===== src/rtl/dmem_access_ctrl.sv =====
`default_nettype none
// ============================================================================
// Module      : dmem_access_ctrl
// Description : Sequences one decoded load/store into a valid/yumi data-memory
//               request, waits for load data, formats byte lanes, and stalls
//               the pipeline while the access is in flight.
//               Optional macro DMEM_TIMEOUT_EN aborts loads stuck in WAIT.
// Revision    : 1.0 - initial release
// ============================================================================
module dmem_access_ctrl #(
    parameter int ADDR_W         = 32,
    parameter int TIMEOUT_CYCLES = 64
) (
    input  logic              clk,
    input  logic              reset,
    input  logic              issue_v_i,
    input  logic              is_load_op_i,
    input  logic              is_store_op_i,
    input  logic              is_mem_op_i,
    input  logic              is_byte_op_i,
    input  logic [ADDR_W-1:0] addr_i,
    input  logic [31:0]       store_data_i,
    input  logic [4:0]        rd_addr_i,
    output logic              stall_o,
    output logic              dmem_v_o,
    output logic              dmem_w_o,
    output logic [ADDR_W-1:0] dmem_addr_o,
    output logic [31:0]       dmem_wdata_o,
    output logic [3:0]        dmem_mask_o,
    input  logic              dmem_yumi_i,
    input  logic              dmem_resp_v_i,
    input  logic [31:0]       dmem_rdata_i,
    output logic              wb_v_o,
    output logic [4:0]        wb_rd_o,
    output logic [31:0]       wb_data_o,
    output logic              misaligned_o,
    output logic              timeout_o
);

    localparam logic [1:0] c_IDLE = 2'd0;
    localparam logic [1:0] c_REQ  = 2'd1;
    localparam logic [1:0] c_WAIT = 2'd2;
    localparam logic [1:0] c_DONE = 2'd3;

    logic [1:0]        r_state;
    logic [1:0]        w_state_nxt;
    logic [ADDR_W-1:0] r_addr;
    logic [31:0]       r_store_data;
    logic [31:0]       r_wb_data;
    logic [4:0]        r_rd;
    logic              r_is_load;
    logic              r_is_store;
    logic              r_is_byte;

    logic              w_new_op;
    logic              w_misaligned;
    logic              w_accept;
    logic              w_timeout;
    logic              w_timed_out_done;
    logic [7:0]        w_rd_lane;
    logic [31:0]       w_rd_fmt;

    assign w_new_op     = (r_state == c_IDLE) && issue_v_i && is_mem_op_i;
    assign w_misaligned = w_new_op && !is_byte_op_i && (addr_i[1:0] != 2'b00);
    assign w_accept     = w_new_op && !w_misaligned;

    // Little-endian lane select: byte offset 0 lives in rdata[7:0].
    assign w_rd_lane = dmem_rdata_i[{r_addr[1:0], 3'b000} +: 8];
    assign w_rd_fmt  = r_is_byte ? {24'h000000, w_rd_lane} : dmem_rdata_i;

`ifdef DMEM_TIMEOUT_EN
    localparam int c_CNT_W = ($clog2(TIMEOUT_CYCLES + 1) > 8) ? $clog2(TIMEOUT_CYCLES + 1) : 8;

    logic [c_CNT_W-1:0] r_wait_cnt;
    logic               r_timed_out;

    // Counter sits at zero outside WAIT, so it is already cleared on entry.
    always_ff @(posedge clk) begin
        if (reset) begin
            r_wait_cnt  <= '0;
            r_timed_out <= 1'b0;
        end else begin
            r_wait_cnt  <= (r_state == c_WAIT) ? r_wait_cnt + 1'b1 : '0;
            r_timed_out <= (r_state == c_WAIT) && !dmem_resp_v_i && w_timeout;
        end
    end

    assign w_timeout        = (r_state == c_WAIT) &&
                              (r_wait_cnt == c_CNT_W'(TIMEOUT_CYCLES - 1));
    assign w_timed_out_done = (r_state == c_DONE) && r_timed_out;
`else
    logic w_unused_timeout_cfg;

    assign w_unused_timeout_cfg = (TIMEOUT_CYCLES > 0);
    assign w_timeout            = 1'b0;
    assign w_timed_out_done     = 1'b0;
`endif

    always_comb begin
        w_state_nxt = r_state;
        case (r_state)
            c_IDLE: if (w_accept) w_state_nxt = c_REQ;
            c_REQ:  if (dmem_yumi_i) w_state_nxt = r_is_load ? c_WAIT : c_DONE;
            // A response coinciding with the timeout takes priority.
            c_WAIT: if (dmem_resp_v_i || w_timeout) w_state_nxt = c_DONE;
            c_DONE: w_state_nxt = c_IDLE;
            default: w_state_nxt = c_IDLE;
        endcase
    end

    always_ff @(posedge clk) begin
        if (reset) begin
            r_state      <= c_IDLE;
            r_addr       <= '0;
            r_store_data <= '0;
            r_wb_data    <= '0;
            r_rd         <= '0;
            r_is_load    <= 1'b0;
            r_is_store   <= 1'b0;
            r_is_byte    <= 1'b0;
        end else begin
            r_state <= w_state_nxt;
            if (w_accept) begin
                r_addr       <= addr_i;
                r_store_data <= store_data_i;
                r_rd         <= rd_addr_i;
                r_is_load    <= is_load_op_i;
                r_is_store   <= is_store_op_i;
                r_is_byte    <= is_byte_op_i;
            end
            if ((r_state == c_WAIT) && dmem_resp_v_i) begin
                r_wb_data <= w_rd_fmt;
            end
        end
    end

    // The issuing cycle stalls combinationally so the op is held for REQ.
    assign stall_o      = w_accept || (r_state == c_REQ) || (r_state == c_WAIT);
    assign misaligned_o = w_misaligned;

    assign dmem_v_o     = (r_state == c_REQ);
    assign dmem_w_o     = (r_state == c_REQ) && r_is_store;
    assign dmem_addr_o  = {r_addr[ADDR_W-1:2], 2'b00};
    assign dmem_wdata_o = r_is_byte ? {4{r_store_data[7:0]}} : r_store_data;
    assign dmem_mask_o  = ((r_state == c_REQ) && r_is_store) ?
                          (r_is_byte ? (4'b0001 << r_addr[1:0]) : 4'b1111) : 4'b0000;

    assign wb_v_o    = (r_state == c_DONE) && r_is_load && !w_timed_out_done;
    assign wb_rd_o   = r_rd;
    assign wb_data_o = r_wb_data;
    assign timeout_o = w_timed_out_done;

endmodule
`default_nettype wire

===== config.mk =====
export PLATFORM = sky130hd
export DESIGN_NAME = dmem_access_ctrl
export DESIGN_NICKNAME = d
export VERILOG_FILES = /design/src/rtl/dmem_access_ctrl.sv
export SDC_FILE = /design/constraint.sdc
export NUM_CORES = 1
export LEC_CHECK = 0
export ABC_AREA = 1
export BUFFER_PORTS_ARGS = -buffer_cell sky130_fd_sc_hd__buf_2
export CORE_MARGIN = 1
export CORE_UTILIZATION = 47
export CTS_CLUSTER_SIZE = 24
export DETAILED_ROUTE_END_ITERATION = 10
export PLACE_DENSITY = 0.8
export SLEW_MARGIN = 5
export SYNTH_ARGS = -nofsm -noshare
export SYNTH_HDL_FRONTEND = slang
export SYNTH_SLANG_ARGS = --single-unit

===== constraint.sdc =====
create_clock -name clk -period 1.9 [get_ports clk]
set_input_delay 0.285 -clock clk [delete_from_list [all_inputs] [get_ports clk]]
set_output_delay 0.285 -clock clk [all_outputs]
set_load 0.02 [all_outputs]

==> impl_metrics.yaml <==
detailed_routing:
  vias_per_cell: 4.83
  wl_mm: 12.1
  postRouteAntennaNets: 0
  dr.pass1.iters: 7
  drc: 0
  drt_iter0_drc: 161
  vias: 4627
  route.detailed.wl_per_inst_um: 12.6
run_status:
  status: "finished clean"
sta:
  finalSetupTns_ns: 0
  finClkSkew_ns: 0.0117
  period_share: 0.931
  hold_viol: 0
  slew_violations: 0
  fmax_ghz: 0.565
  rsz0062_at_grt: "false"
  setup_viol: 0
  fin_crit_ns: 1.77
synthesis:
  yosysSeqAreaShare: 0.444
  synthSimpleGateAreaFrac: 0.263
  syn_inst: 654
  synth_top_family_by_area: "simple AND/OR/NAND/NOR gates"
  ys_ff_latch: 106
  synth.avg_cell_area_um2: 7.30
  netlist_area_um2: 4780
  synthXorXnorAreaFrac: 0
  synth_adder_area_share: 0.0131
  yosysUniqueCellTypes: 21
  yosys_warnings: 0
  synth_compound_area_frac: 0.140
  muxShareOfSynthArea: 0
placed_design:
  gp_congestion: 0.865
  dp_cells: 941
  dp_hpwl_mm: 9.03
  placed_area_um2: 5610
  place.port_buffers: 217
cts:
  clk_latency_ns: 0.36
  cts_sinks: 106
  cts_tree: "yes"
  clockRootBuffer: "clkbuf_8"
  clk_pin_slew_ns: 0.11
  cts_buffers: 9
  ctsHtreeMaxLevel: 3
  cts_buffer_depth: 2
worst_setup_path:
  regToRegEndpoint: "r_addr[1]"
  required_ns: 1.62
  reg2reg_from: "r_state[0]"
  arrival_ns: 1.48
  critPathCaptureType: "primary output"
  rr_worst_depth: 10
  criticalPathCategory: "reg -> out"
  cp-start-kind: "register"
  ff2ff_setup_slack_ns: 0.18
  crit_fanout: 5
min_path:
  hold_depth: 3
  hp-start: "rd_addr_i[3]"
  hp-class: "in -> reg"
  whs_endpoint: "wb_rd_o[3]"
layout:
  drive_gt1_frac: 0.337
  layout-area-overhead-vs-synth_pct: 22.5
  antennaDiodeCount: 0
  layoutNonFillerInstCount: 958
  final_area_um2: 5850
  final_net_count: 935
pwr:
  ir_drop_mv: 0.442
  finalPower_mw: 5.91
  powerDensity_nw_per_um2: 1010
  leakage_nw: 2.92
global_routing:
  track_usage: 0.224
  grt_pass1_vias: 4149
  grt_remaining_overflow: 0
  grt_first_pass_wirelength_mm: 18.4
  grt_max_degree: 46
  antenna_found_initial: 0
die:
  fp.coreArea_um2: 9820
  dieArea_um2: 10600
  die_h_um: 103
  start_util: 0.486
  rows: 36
  io_pins: 221
  die_x_um: 103
job:
  maxCapViolations: 0
placed cells by master, fill, tap and decap left out, drive strengths merged:
cell    Yosys  layout
buf        64     233
clkinv      0       3
nand3      35      35
dfxtp     106     106
ha          5       5
inv        20      22
o21ai      80      80
a21oi      47      47
clkbuf     16      11
nand2     131     131
nor2      149     149
conb        1       3
worst max-delay path by stage:
stage	startpoint	end	slack (ns)	cells after the start
after floorplan	r_state[0]	stall_o	0.33	8
after global placement	r_state[0]	r_store_data[12]	0.29	8
after detailed placement	r_state[0]	r_store_data[11]	0.22	8
after CTS	r_state[1]	stall_o	0.03	7
after global routing	r_state[1]	dmem_mask_o[3]	0.02	5
final	r_state[1]	dmem_mask_o[3]	0.13	5
area by class of cell:
| cell class | count | area (µm²) |
|---|---|---|
| inverters | 20 | 82.6 |
| well taps | 133 | 166 |
| flip-flops and latches | 106 | 2130 |
| fillers | 978 | 3970 |
| clock buffers | 11 | 151 |
| clock inverters | 5 | 46.3 |
| repair buffers | 233 | 1260 |
| multi-input cells | 450 | 2020 |
critical path, stage by stage (launching register included):
cell	delay (ns)
dfxtp_2	0.36
inv_2	0.07
ha_2	0.21
nand2_2	0.11
a21oi_1	0.20
buf_4	0.18
metal layers:
layer | global-route usage | vias up | share of wire
met5 | 0 | - | 0
met4 | 0.0737 | 0 | 0.012
met3 | 0.0617 | 12 | 0.091
met2 | 0.400 | 193 | 0.48
met1 | 0.260 | 2046 | 0.42
li1 | - | 2376 | -
synthesized netlist by cell type (all sizes together):
cell type / instances / share of area
nor2: 149 / 0.12
nand2: 131 / 0.10
dfxtp: 106 / 0.44
o21ai: 80 / 0.091
buf: 64 / 0.11
a21oi: 47 / 0.049
nand3: 35 / 0.038
inv: 20 / 0.016
clkbuf: 16 / 0.013
ha: 5 / 0.013
conb: 1 / 0.00079
report_power, final:
| group | switching (mW) | internal (mW) | total (mW) |
|---|---|---|---|
| combinational | 1.17 | 0.674 | 1.85 |
| sequential | 0.170 | 2.52 | 2.69 |
| clock | 0.800 | 0.571 | 1.37 |
| total | 2.14 | 3.77 | 5.91 |
repair_timing:
| item | in CTS | in global routing |
|---|---|---|
| hold buffers | 0 | 0 |
| resized for setup | 5 | 11 |
| endpoints found under the setup margin | 2 | 5 |
| hold endpoints to repair | 0 | 0 |
| buffers inserted | 0 | 1 |
through the flow:
step | setup WS [ns] | util | hold WS, ns
floorplan | 0.326 | - | 0.419
global placement | 0.289 | 0.571 | 0.449
detailed placement | 0.221 | 0.571 | 0.451
CTS | 0.0335 | 0.593 | 0.135
global route | 0.0180 | 0.596 | 0.132
finish | 0.131 | 0.596 | 0.147
cell families (layout without fill, tap and decap cells):
group,Yosys count,after routing
and+or+nand+nor,315,315
AOI/OAI and AO/OA,127,127
DFF,106,106
buffers and inverters,100,269
adders and majority gates,5,5
other,1,3
flip-flops by register name, indices dropped and copies added, names as in the netlist:
name	count
r_addr	32
r_is_byte	1
r_is_load	1
r_is_store	1
r_state	2
r_store_data	32
wb_data_o	32
wb_rd_o	5
No activity file was read; power rests on OpenSTA's default activity.
